$ cat config.mk
export PLATFORM = sky130hd
export DESIGN_NAME = mem_port_arbiter
export DESIGN_NICKNAME = d
export VERILOG_FILES = /design/src/rtl/mem_port_arbiter.sv
export SDC_FILE = /design/constraint.sdc
export NUM_CORES = 1
export LEC_CHECK = 0
export CAP_MARGIN = 20
export CORE_MARGIN = 4
export CORE_UTILIZATION = 43
export DETAILED_ROUTE_END_ITERATION = 8
export PLACE_DENSITY = 0.84
export SYNTH_ARGS = -nofsm -noshare
export SYNTH_HDL_FRONTEND = slang
export SYNTH_SLANG_ARGS = --single-unit
$ cat constraint.sdc
create_clock -name CLK -period 3 [get_ports CLK]
set_clock_uncertainty 0.05 [all_clocks]
set_input_delay 0.45 -clock CLK [delete_from_list [all_inputs] [get_ports CLK]]
set_output_delay 0.45 -clock CLK [all_outputs]
set_load 0.005 [all_outputs]
$ cat src/rtl/mem_port_arbiter.sv
// Shares the single-port unified memory between instruction fetch and load/store.
// Accesses are serialized IDLE -> ACCESS -> RESP with round-robin arbitration on contention.
module mem_port_arbiter #(
  parameter int AWL = 6,
  parameter int DWL = 32
) (
  input  logic           CLK,
  input  logic           RSTN,
  input  logic           F_REQ,
  input  logic [AWL-1:0] F_ADDR,
  output logic           F_GNT,
  output logic           F_VALID,
  output logic [DWL-1:0] F_RD,
  input  logic           D_REQ,
  input  logic           D_WE,
  input  logic [AWL-1:0] D_ADDR,
  input  logic [DWL-1:0] D_WD,
  output logic           D_GNT,
  output logic           D_VALID,
  output logic [DWL-1:0] D_RD,
  output logic           MWE,
  output logic [AWL-1:0] MRA,
  output logic [DWL-1:0] MWD,
  input  logic [DWL-1:0] MRD,
  output logic           BUSY
);

  typedef enum logic [1:0] {S_IDLE, S_ACCESS, S_RESP} state_t;
  localparam logic OWN_F = 1'b0;
  localparam logic OWN_D = 1'b1;

  state_t         state_q, state_d;
  logic           owner_q, owner_d;
  logic           last_q, last_d;
  logic [AWL-1:0] addr_q, addr_d;
  logic [DWL-1:0] wd_q, wd_d;
  logic           we_q, we_d;
  logic [DWL-1:0] f_rd_q, f_rd_d, d_rd_q, d_rd_d;
  logic           f_gnt_q, f_gnt_d, d_gnt_q, d_gnt_d;
  logic           f_vld_q, f_vld_d, d_vld_q, d_vld_d;
  logic           mwe_q, mwe_d, busy_q, busy_d;
  logic [AWL-1:0] mra_q, mra_d;
  logic [DWL-1:0] mwd_q, mwd_d;
  logic           take, pick, acc;

  always_comb begin
    state_d = state_q;
    owner_d = owner_q;
    last_d  = last_q;
    addr_d  = addr_q;
    wd_d    = wd_q;
    we_d    = we_q;
    f_rd_d  = f_rd_q;
    d_rd_d  = d_rd_q;
    take    = 1'b0;
    pick    = OWN_F;
    case (state_q)
      S_IDLE: begin
        if (F_REQ || D_REQ) begin
          take = 1'b1;
          pick = (D_REQ && (!F_REQ || last_q == OWN_F)) ? OWN_D : OWN_F;
        end
      end
      S_ACCESS: begin
        state_d = S_RESP;
        last_d  = owner_q;
        if (!we_q) begin
          if (owner_q == OWN_D) d_rd_d = MRD;
          else                  f_rd_d = MRD;
        end
      end
      S_RESP: begin
        // The completing owner's REQ is ignored; only the other side may chain.
        if ((owner_q == OWN_F) ? D_REQ : F_REQ) begin
          take = 1'b1;
          pick = ~owner_q;
        end else begin
          state_d = S_IDLE;
        end
      end
      default: state_d = S_IDLE;
    endcase
    if (take) begin
      state_d = S_ACCESS;
      owner_d = pick;
      if (pick == OWN_D) begin
        addr_d = D_ADDR;
        wd_d   = D_WD;
        we_d   = D_WE;
      end else begin
        addr_d = F_ADDR;
        wd_d   = '0;
        we_d   = 1'b0;
      end
    end
    // Outputs are decoded from next state so they come straight off flops.
    acc     = (state_d == S_ACCESS);
    f_gnt_d = acc && (owner_d == OWN_F);
    d_gnt_d = acc && (owner_d == OWN_D);
    mwe_d   = acc && we_d;
    mra_d   = acc ? addr_d : '0;
    mwd_d   = acc ? wd_d : '0;
    f_vld_d = (state_d == S_RESP) && (owner_d == OWN_F);
    d_vld_d = (state_d == S_RESP) && (owner_d == OWN_D);
    busy_d  = (state_d != S_IDLE);
  end

  always_ff @(posedge CLK or negedge RSTN) begin
    if (!RSTN) begin
      state_q <= S_IDLE;
      owner_q <= OWN_F;
      last_q  <= OWN_D;
      addr_q  <= '0;
      wd_q    <= '0;
      we_q    <= 1'b0;
      f_rd_q  <= '0;
      d_rd_q  <= '0;
      f_gnt_q <= 1'b0;
      d_gnt_q <= 1'b0;
      f_vld_q <= 1'b0;
      d_vld_q <= 1'b0;
      mwe_q   <= 1'b0;
      mra_q   <= '0;
      mwd_q   <= '0;
      busy_q  <= 1'b0;
    end else begin
      state_q <= state_d;
      owner_q <= owner_d;
      last_q  <= last_d;
      addr_q  <= addr_d;
      wd_q    <= wd_d;
      we_q    <= we_d;
      f_rd_q  <= f_rd_d;
      d_rd_q  <= d_rd_d;
      f_gnt_q <= f_gnt_d;
      d_gnt_q <= d_gnt_d;
      f_vld_q <= f_vld_d;
      d_vld_q <= d_vld_d;
      mwe_q   <= mwe_d;
      mra_q   <= mra_d;
      mwd_q   <= mwd_d;
      busy_q  <= busy_d;
    end
  end

  assign F_GNT   = f_gnt_q;
  assign D_GNT   = d_gnt_q;
  assign F_VALID = f_vld_q;
  assign D_VALID = d_vld_q;
  assign F_RD    = f_rd_q;
  assign D_RD    = d_rd_q;
  assign MWE     = mwe_q;
  assign MRA     = mra_q;
  assign MWD     = mwd_q;
  assign BUSY    = busy_q;

endmodule

==> out/metrics.csv <==
stage,metric,value,unit
run_status,outcome,"complete, no violations",
cts,clk_latency,480,ps
global_routing,grt_pass1_wl,16.3,mm
routing,via_per_inst,4.66,
critical_path,r2r_slack,940,ps
global_routing,track_usage,0.187,
floorplanning,rows,35,
cells_and_area,num_antenna_cells,0,
routing,wl_per_cell,16.6,um
cts,cts_root_buf,clkbuf_8,
timing,max_slew_margin,0.533,
routing,routed_wl,9.87,mm
cts,tritoncts,done,
cells_and_area,syn_to_final_growth,63.0,%
synthesis,ys_seq_area_frac,0.690,
routing,drc,0,
timing,fin_crit_sh,0.686,
timing,clock.fmax,486,MHz
floorplanning,pin_count,189,
critical_path,cp-end-kind,flip-flop,
cts,cts_inserted_buffers,17,
routing,drtIter0Drc,99,
cts,clock-sinks,113,
timing,maxSlewViolCount,0,
cells_and_area,drive_gt1_frac,0.210,
routing,vias,2777,
cts,post_cts_resized,0,
synthesis,synth_cell_type_count,25,
pwr,ir_drop,539,uV
pwr,power.density,1030,nW/um^2
floorplanning,dieHeight,106,um
cells_and_area,fillers,682,
cells_and_area,layout_commonest_cell,clkdlybuf4s50_1,
synthesis,syn_area,4100,sq um
global_routing,grt_antenna_before_repair,0,
placement,routabilityCongestion,0.802,
synthesis,synth_fp_nets,340,
cts,htreeDepth,4,
floorplanning,coreArea,9280,sq um
synthesis,synthCells,259,
critical_path,crit_arrival,2380,ps
timing,worst_pin_slew,700,ps
critical_path,critical_path_class,reg -> reg,
cts,cts_buffer_depth,2,
floorplanning,dieArea,11200,sq um
cts,clk_pin_slew,60,ps
global_routing,grt_pass1_vias,3172,
synthesis,synth.avg_cell_area,15.8,sq um
pwr,p_leak,0.00295,uW
timing,layout_min_cycle_time,2060,ps
placement,placed_cells,565,
routing,dr.pass1.iters,4,
floorplanning,start_util,0.442,
placement,dpl.hpwl,7.18,mm
critical_path,path_max_fanout,18,
worst_hold_path,min_path_type,reg -> reg,
global_routing,grt_remaining_overflow,0,
timing,rsz0062_at_grt,false,
cells_and_area,final-instance-count-excl-fill,596,
cells_and_area,fin_nets,537,
timing,setup-tns-final,0,ps
critical_path,cp-start-kind,flip-flop,
synthesis,ys_ff_latch,113,
routing,ant_nets,0,
synthesis,yosysWarnings,0,
timing,hold_violations,0,
floorplanning,fp.dieW,106,um
critical_path,worstPathRequired,3320,ps
global_routing,grt_max_degree,58,
cells_and_area,final_cell_mix,"187 x clkdlybuf4s50_1, 112 x dfrtp_1, 60 x mux2_2, 33 x and2_1, 16 x clkbuf_16",
flow_run,max_cap_viol_count,0,
placement,io_buffer_count,188,
timing,final-setup-viol-count,0,
-- worst paths after layout --
path	from	end	cells past startpoint
min in group asynchronous	RSTN	D_RD[10]	2
max in group asynchronous	RSTN	last_q	3
worst min register to register	last_q	last_q	2
worst max register to register	state_q[1]	D_RD[21]	4
worst min-delay path	last_q	last_q	2
worst max-delay path	state_q[1]	D_RD[21]	4
-- kinds of logic after synthesis --
| family | after synthesis | share of synthesized area |
|---|---|---|
| and+or+nand+nor | 53 | 0.0876 |
| buffers and inverters | 19 | 0.0265 |
| DFF | 113 | 0.690 |
| muxes | 64 | 0.176 |
| AOI/OAI and AO/OA | 10 | 0.0204 |
-- per-layer routing --
metal / wire length [um] / track usage / part of all wire
met5: 0 / 0 / 0
met2: 5110 / 0.323 / 0.52
met3: 840 / 0.0729 / 0.085
met4: 70 / 0.0583 / 0.0071
met1: 3850 / 0.215 / 0.39
-- cell type report --
cell class,instances,area (sq um),share of cell area
inverter,4,15.0,0.00225
clock buffer,25,504,0.0754
tap,129,161,0.0241
clock inverter,5,75.1,0.0112
sequential,113,2830,0.423
timing repair buffer,193,1930,0.289
multi-input combinational,127,1170,0.175
-- report_power, final --
part | leakage [uW] | internal, uW | switching [uW]
Clock | 0.000290 | 1300 | 624
Combinational | 0.00125 | 1660 | 808
Sequential | 0.00141 | 2150 | 314
-- stage by stage --
step	util	setup WS, ps	area (sq um)	power (uW)	hold slack [ps]
after global placement	0.657	935	6100	4890	411
after CTS	0.720	918	6690	6960	436
after floorplan	-	1440	4100	3460	104
after detailed placement	0.657	918	6100	5000	425
final	0.720	942	6690	6860	434
after global routing	0.720	837	6690	7260	436
-- timing repair --
action / CTS / global route
hold buffers: 1 / 0
setup buffers: 0 / 0
endpoints found under the hold margin: 56 / 0
-- flip-flops by register name, summed over array words and instances, names as in the netlist --
register,flops
D_RD,32
F_RD,32
D_VALID,1
BUSY,1
MWD,32
state_q,2
last_q,1
F_GNT,1
D_GNT,1
owner_q,1
MRA,6
we_q,1
F_VALID,1
MWE,1
-- critical path, stage by stage, from the launching register on --
cell,delay (ps)
dfrtp_1,440
nand3b_1,270
nor2_4,440
buf_4,360
mux2_2,380
-- Yosys cell counts, drive strengths merged --
master,number,area [sq um]
mux2,64,721
dfrtp,112,2800
nand2,3,11.3
nand3b,2,15.0
a21boi,1,7.51
nand2b,2,20.0
or3b,1,8.76
nor2,2,10.0
dfstp,1,26.3
and3,2,12.5
inv,4,15.0
a21o,7,52.6
buf,13,86.3
a22o,1,8.76
and4,6,52.6
o221ai,1,15.0
clkbuf,2,7.51
nor2b,1,6.26
nor3,1,16.3
and2,33,206
Power figures use the tool's default switching activity.
